$ cat config.mk
export PLATFORM = sky130hd
export DESIGN_NAME = spi_master_ctrl
export DESIGN_NICKNAME = d
export VERILOG_FILES = /design/src/rtl/spi_master_ctrl.sv
export SDC_FILE = /design/constraint.sdc
export NUM_CORES = 1
export LEC_CHECK = 0
export ABC_AREA = 1
export CAP_MARGIN = 15
export CORE_ASPECT_RATIO = 0.6
export CORE_MARGIN = 2
export CORE_UTILIZATION = 54
export CTS_CLUSTER_DIAMETER = 50
export DETAILED_ROUTE_END_ITERATION = 8
export MAX_ROUTING_LAYER = met4
export PLACE_DENSITY_LB_ADDON = 0.3
export SLEW_MARGIN = 20
export SYNTH_ARGS = -nofsm -noshare
export SYNTH_HDL_FRONTEND = slang
export SYNTH_SLANG_ARGS = --single-unit
$ cat constraint.sdc
create_clock -name clk -period 1.9 [get_ports clk]
set_input_delay 0.285 -clock clk [delete_from_list [all_inputs] [get_ports clk]]
set_output_delay 0.285 -clock clk [all_outputs]
set_load 0.01 [all_outputs]
$ cat src/rtl/spi_master_ctrl.sv
// SPI master: sends one 11-bit command/payload frame per start request and
// captures an 8-bit reply for read-data frames. Optional macro: SPI_MASTER_OVERRUN_EN.
module spi_master_ctrl #(
  parameter int unsigned RD_TURNAROUND = 2,
  parameter int unsigned GAP_CYCLES    = 1
) (
  input  logic       clk,
  input  logic       rst,
  input  logic       start,
  input  logic [1:0] cmd,
  input  logic [7:0] tx_data,
  input  logic       miso,
  output logic       mosi,
  output logic       ss_n,
  output logic       busy,
  output logic       done,
  output logic [7:0] rd_data,
  output logic       rd_valid
`ifdef SPI_MASTER_OVERRUN_EN
  ,
  output logic       overrun
`endif
);

  typedef enum logic [2:0] {
    IDLE  = 3'd0,
    SEL   = 3'd1,
    SHIFT = 3'd2,
    WAIT  = 3'd3,
    RECV  = 3'd4,
    GAP   = 3'd5
  } state_t;

  localparam logic [1:0] CMD_RD_DATA = 2'b11;
  localparam logic [3:0] SHIFT_LOAD  = 4'd10;
  localparam logic [3:0] RECV_LOAD   = 4'd7;
  localparam logic [3:0] WAIT_LOAD   = 4'(RD_TURNAROUND - 1);
  localparam logic [3:0] GAP_LOAD    = 4'(GAP_CYCLES - 1);

  state_t      state;
  logic [3:0]  cnt;
  logic [1:0]  sh_cmd;
  logic [10:0] tx_sr;
  logic [7:0]  rx_sr;

  // Handshake: start is a level sampled only while state is IDLE; the frame
  // ends with done (and rd_valid for read-data) high for exactly one cycle.
  // cnt counts remaining cycles of the current state and is reloaded on entry.
  always_ff @(posedge clk) begin
    if (rst) begin
      state    <= IDLE;
      cnt      <= 4'd0;
      sh_cmd   <= 2'b00;
      tx_sr    <= 11'd0;
      rx_sr    <= 8'd0;
      mosi     <= 1'b0;
      ss_n     <= 1'b1;
      busy     <= 1'b0;
      done     <= 1'b0;
      rd_valid <= 1'b0;
      rd_data  <= 8'h00;
    end else begin
      done     <= 1'b0;
      rd_valid <= 1'b0;
      case (state)
        IDLE: begin
          if (start) begin
            sh_cmd <= cmd;
            // Route bit duplicates cmd[1]; the slave sees the last 10 bits.
            tx_sr  <= {cmd[1], cmd[1], cmd[0], tx_data};
            state  <= SEL;
            cnt    <= 4'd0;
            ss_n   <= 1'b0;
            busy   <= 1'b1;
            mosi   <= 1'b0;
          end
        end
        SEL: begin
          state <= SHIFT;
          cnt   <= SHIFT_LOAD;
          mosi  <= tx_sr[10];
          tx_sr <= {tx_sr[9:0], 1'b0};
        end
        SHIFT: begin
          if (cnt != 4'd0) begin
            cnt   <= cnt - 4'd1;
            mosi  <= tx_sr[10];
            tx_sr <= {tx_sr[9:0], 1'b0};
          end else begin
            mosi <= 1'b0;
            if (sh_cmd == CMD_RD_DATA) begin
              state <= WAIT;
              cnt   <= WAIT_LOAD;
            end else begin
              state <= GAP;
              cnt   <= GAP_LOAD;
              ss_n  <= 1'b1;
              done  <= 1'b1;
            end
          end
        end
        WAIT: begin
          if (cnt != 4'd0) begin
            cnt <= cnt - 4'd1;
          end else begin
            state <= RECV;
            cnt   <= RECV_LOAD;
          end
        end
        RECV: begin
          rx_sr <= {rx_sr[6:0], miso};
          if (cnt != 4'd0) begin
            cnt <= cnt - 4'd1;
          end else begin
            state    <= GAP;
            cnt      <= GAP_LOAD;
            ss_n     <= 1'b1;
            done     <= 1'b1;
            rd_valid <= 1'b1;
            rd_data  <= {rx_sr[6:0], miso};
          end
        end
        GAP: begin
          if (cnt != 4'd0) begin
            cnt <= cnt - 4'd1;
          end else begin
            state <= IDLE;
            busy  <= 1'b0;
          end
        end
        default: begin
          state <= IDLE;
          cnt   <= 4'd0;
          ss_n  <= 1'b1;
          mosi  <= 1'b0;
          busy  <= 1'b0;
        end
      endcase
    end
  end

`ifdef SPI_MASTER_OVERRUN_EN
  // Sticky flag for any request that arrives while a frame is in progress.
  always_ff @(posedge clk) begin
    if (rst) begin
      overrun <= 1'b0;
    end else if (start && busy) begin
      overrun <= 1'b1;
    end
  end
`endif

endmodule
# == After elaboration in Yosys (flattened, before gate mapping) ==
# Index checks and enable logic that the tools add are counted.
# Widths: inputs -> output; s select.
# word_totals
ff_bits,40
latchBits,0
mem_bits_rw,0
romBits,0
inputBits,14
out_inout_bits,13
elab_cells,77
memories,0
# op_classes
n_addsub,1
n_mul,0
div_mod_pow,0
order_cmp,0
eq_ne,14
shift,0
muxes,31
n_bitwise,5
reduce_logical,15
# ops
cell,count
$pmux 11 s3,1
$pmux 4 s6,1
$mux 11,2
$mux 4,5
$mux 3,6
$pmux 3 s6,1
$ne 2x2->1 const B,8
$mux 1,11
$reduce_and 5->1,2
$pmux 1 s4,2
$reduce_and 2->1,4
$eq 3x2->1 const B,2
$eq 3x3->1 const B,2
$reduce_and 3->1,2
$reduce_or 3->1,2
$not 1->1,5
$reduce_bool 4->1,1
$reduce_or 4->1,1
$sub 4x1->4 const B,1
$eq 3x1->1 const B,1
$logic_not 3->1,1
$pmux 1 s3,1
$reduce_bool 3->1,1
$eq 2x2->1 const B,1
other kinds (2),2

# == Longest topological paths before layout ==
# logic_depth
depth_word,4
ltp_mapped,10
ltp_nobuf,9

# == Worst setup path after synthesis ==
# Ideal clock, no wire load.
# synth_path
path_kind,reg2reg
from,register cnt[0]
to,register state[2]
setup_time_ns,0.118
arrival_time_ns,1.378
required_time_ns,1.782
path_slack_ns,0.404
stages_incl_launch_ff,10
path_buffers,1
synth_period_minus_slack_ns,1.496
cell_sequence,dfxtp_1 > inv_1 > ha_1 > nand2_1 > buf_2 > nand2_1 > nand3_1 > nor2_1 > o21ai_0 > nor2_1
# synth_via
elab_chain_len,3
elab_cells_between_ends,6
classes_between,eq/ne (4); reduce/logical (2)
# synth_rtl
item,line,rtl
from (decl),41,logic [3:0] cnt;
from (signal assigned),86,cnt <= cnt - 4'd1;
from (signal assigned),104,cnt <= cnt - 4'd1;
from (signal assigned),113,cnt <= cnt - 4'd1;
$reduce_bool 4->1 *,-,
$ne 2x2->1 (no source line),-,
$reduce_and 5->1 (no source line) *,-,
to (signal assigned),106,state <= RECV;
to (signal assigned),115,state <= GAP;
to (signal assigned),127,state <= IDLE;
to (decl),40,state_t state;
# Every way passes the cells marked *; elsewhere a longest branch is shown, timed or not.
# A chain may end at the register's enable or synchronous reset.

# == Worst setup path in the final report ==
# layout_path
from,register state[1]
to,register tx_sr[10]
# layout_via
elab_chain_len,3
elab_cells_between_ends,8
classes_between,eq/ne (4); mux (1); reduce/logical (3)
# layout_rtl
item,line,rtl
from (signal assigned),51,state <= IDLE;
from (signal assigned),71,state <= SEL;
from (signal assigned),79,state <= SHIFT;
"$eq 3x2->1, or another cell as far along",65,case (state)
$ne 2x2->1 (no source line) or $reduce_bool 3->1 (tied branches),-,
$reduce_and 3->1 (no source line),-,
to (signal assigned),70,"tx_sr <= {cmd[1], cmd[1], cmd[0], tx_data};"
to (signal assigned),82,"tx_sr <= {tx_sr[9:0], 1'b0};"
to (signal assigned),88,"tx_sr <= {tx_sr[9:0], 1'b0};"
to (decl),43,logic [10:0] tx_sr;
# Parallel ways exist; a longest one is shown, timed or not.

==> results by group <==
Synth
  – Count of cell types in the netlist: 26
  – Mux contribution to synthesized area: 0
  – Sequential share of the synthesized area: 0.405
  – Syn Std Cell Area: ~0.0020 sq mm
  – Syn Inst Count: ~290
  – Area contributors post-synth: dfxtp_1 (40%), nand2_1 (17%), a21oi_1 (7.1%)
  – EDFF count, synth: 0
  – Syn Nets: 304
  – Post-Synth Simple-Gate Area: 0.339
  – Syn_area_per_cell: just under 7 sq um
  – Dominant cell type by area after synthesis: dfxtp_1
  – #FFs+latches synth: 40
  – Top-area cell type share of the netlist area: 0.405
  – Synth async-reset ratio: 0
  – Largest family of logic cells by synthesized area: simple AND/OR/NAND/NOR gates
  – Compound-cell area share of the yosys netlist: 0.148
  – Post-Synth Adder-Cell Area: 0.0316
  – Count leader, synth: nand2_1
  – Synth Area in XOR/XNOR: 0.00443
  – Yosys warning total: 0
  – Predominant post-synthesis flop cell: dfxtp_1
  – Commonest cells in the netlist: nand2_1 (88), dfxtp_1 (40), a21oi_1 (28), nor2_1 (28), o21ai_0 (24)

CTS
  – Clock tree buffer depth: 2
  – Clock Pin Slew Worst Setup and Hold Paths: about 0.070 ns
  – Root buf cell: clkbuf_8
  – CTS sink cnt: 40
  – Number of CTS-inserted buffers: 5
  – Cts-stage hold buffer count: 0
  – CTS tree: built
  – H-tree depth: 2
  – Skew-Pair Late Insertion Delay: around 0.29 ns

Route
  – Final wirelength: approximately 4900 microns
  – Via count: 1948
  – Drt drc: 0
  – Wirelength per Cell: between 10 and 15 microns
  – Initial DRC Count: around 180
  – Vias per cell: 5.38
  – First-pass iteration count of the detailed router: 5
  – Post-route ant nets: 0

Die
  – Ports: 27
  – Cell Rows: 16
  – Core area: between 0.003 and 0.004 sq mm
  – Starting Density: 0.585
  – Total die area: roughly 0.0042 sq mm
  – Die height: ~51 microns
  – Die W: roughly 82 microns

Finish
  – Antenna cells: 0
  – Fin nets: ~340
  – Synth-to-Final Area Change: 23.1%
  – Layout cell share with drive strength beyond 1: 0.114
  – # fillers: 269

Power
  – Pleak: ~1.1 nW
  – Maximum VDD drop: between 0.9 and 1 mV
  – Pwr dens: between 1500 and 2000 mW/mm^2

STA
  – Worst Hold Margin: approximately 0.46 ns
  – Fin crit share: 0.892
  – Fmax: between 0.5 and 0.6 GHz
  – Fin. max-slew vios: 0
  – Setup TNS: 0 ns
  – Worst Skew: approximately 0.0059 ns
  – RSZ-0062 raised after global routing: false
  – Final critical-path setup slack: 0.205 ns
  – Min Clock Period, post-route: ~1.7 ns
  – Worst Tran Pin Value: 0.421 ns
  – Relative slew margins: 0.719
  – Setup violations, final: 0
  – Final hold vios: 0

Hold path
  – Hold_sp: tx_sr[2]$_SDFFE_PP0P_
  – Min-Delay Path Class: reg -> reg

Global route
  – Total GRT Usage: 0.262
  – Vias in the first global route: about 1800
  – Largest net degree at the start of global routing: 18
  – Global-route wire length before repair: between 8000 and 9000 microns
  – Initial antenna violation count: 0
  – Grt ovf: 0

Critical path
  – Reg-to-reg startpoint: state[1]$_SDFFE_PP0P_
  – Req. time, crit path: roughly 2.1 ns
  – Crit. End Element: flip-flop
  – Critical Path AT: about 1.9 ns
  – Worst Setup Start Kind: flip-flop
  – Critical Path Fanout Max: 13
  – Crit path kind: reg -> reg
  – Crit path from: state[1]$_SDFFE_PP0P_

Status
  – Status: finished, final reports clean

Job
  – Max-cap viol count: 0

Placement
  – Count of buffers from port buffering: 26
  – Global placement routability congestion: 0.969
  – Pre-CTS WS: around 0.17 ns
  – DP HPWL: roughly 3500 microns
registers in the layout (all words and copies together) (netlist names):
name and flops:
mosi 1, done 1, rd_valid 1, rd_data 8, sh_cmd 2, ss_n 1
cnt 4, rx_sr 7, busy 1, state 3, tx_sr 11
stage by stage:
stage	instance area, sq um	util	total power, W	std cells
final	2430	0.720	0.00417	362
after global routing	2430	0.720	0.00448	362
after CTS	2430	0.718	0.00413	362
after detailed placement	2300	0.680	0.00331	355
after global placement	2300	0.680	0.00327	355
after floorplan	1980	-	0.00280	285
path summary, 6_finish.rpt:
kind	to	slack, ns	cells after the start
setup / recovery	tx_sr[10]$_SDFFE_PP0P_	0.21	8
hold / removal	tx_sr[2]$_SDFFE_PP0P_	0.46	2
setup reg to reg	tx_sr[10]$_SDFFE_PP0P_	0.21	8
hold reg to reg	tx_sr[2]$_SDFFE_PP0P_	0.46	2
critical path, stage by stage (launching register included):
cell     delay, ns
dfxtp_1       0.38
inv_2         0.19
nand2_2       0.09
nor2_2        0.29
nand2_4       0.15
nand2_4       0.19
inv_4         0.08
o21ai_0       0.15
nor2_1        0.06
layout make-up:
class,count,area [sq um],share of cell area
multi-input cells,213,1040,0.427
flip-flops and latches,40,801,0.329
repair buffers,34,320,0.132
inverters,23,88.8,0.0365
clock buffers,5,68.8,0.0283
clock inverters,2,60.1,0.0247
well taps,45,56.3,0.0231
metal layers:
metal	up-vias	GRT usage	routed length, microns
li1	979	-	-
met1	877	0.366	2320
met2	86	0.388	2070
met3	6	0.0618	447
met4	0	0.0639	38
met5	-	-	0
power by group:
| part | total (W) | leakage [nW] | switching, W | internal (W) |
|---|---|---|---|---|
| Combinational | 0.00207 | 0.680 | 0.00133 | 0.000738 |
| Clock | 0.000800 | 0.0642 | 0.000283 | 0.000517 |
| Sequential | 0.00130 | 0.327 | 0.000178 | 0.00112 |
| Total | 0.00417 | 1.07 | 0.00180 | 0.00237 |
kinds of logic after synthesis:
family	count (synthesis)
AND/OR/NAND/NOR	151
flip-flops	40
buffers and inverters	32
XOR/XNOR	1
AO/OA/AOI/OAI	56
adder cells (fa/ha/maj)	5
what timing repair did:
action / 4_1_cts / 5_1_grt
gates resized for setup: 0 / 2
setup buffers: 0 / 0
setup endpoints to repair: 0 / 2
endpoints found under the hold margin: 0 / 0
layout by cell type, fill, tap and decap left out, drive strengths merged:
master,synthesis,layout
nand2,94,94
dfxtp,40,40
nor2,33,33
a21oi,28,28
clkdlybuf4s50,0,26
o21ai,26,26
inv,23,23
nand3,17,17
buf,4,8
ha,5,5
clkbuf,5,5
nor3,5,5
nand4,2,2
bufinv,0,2
xnor2,1,1
o21bai,1,1
o211ai,1,1
(Power assumes the default switching activity.)
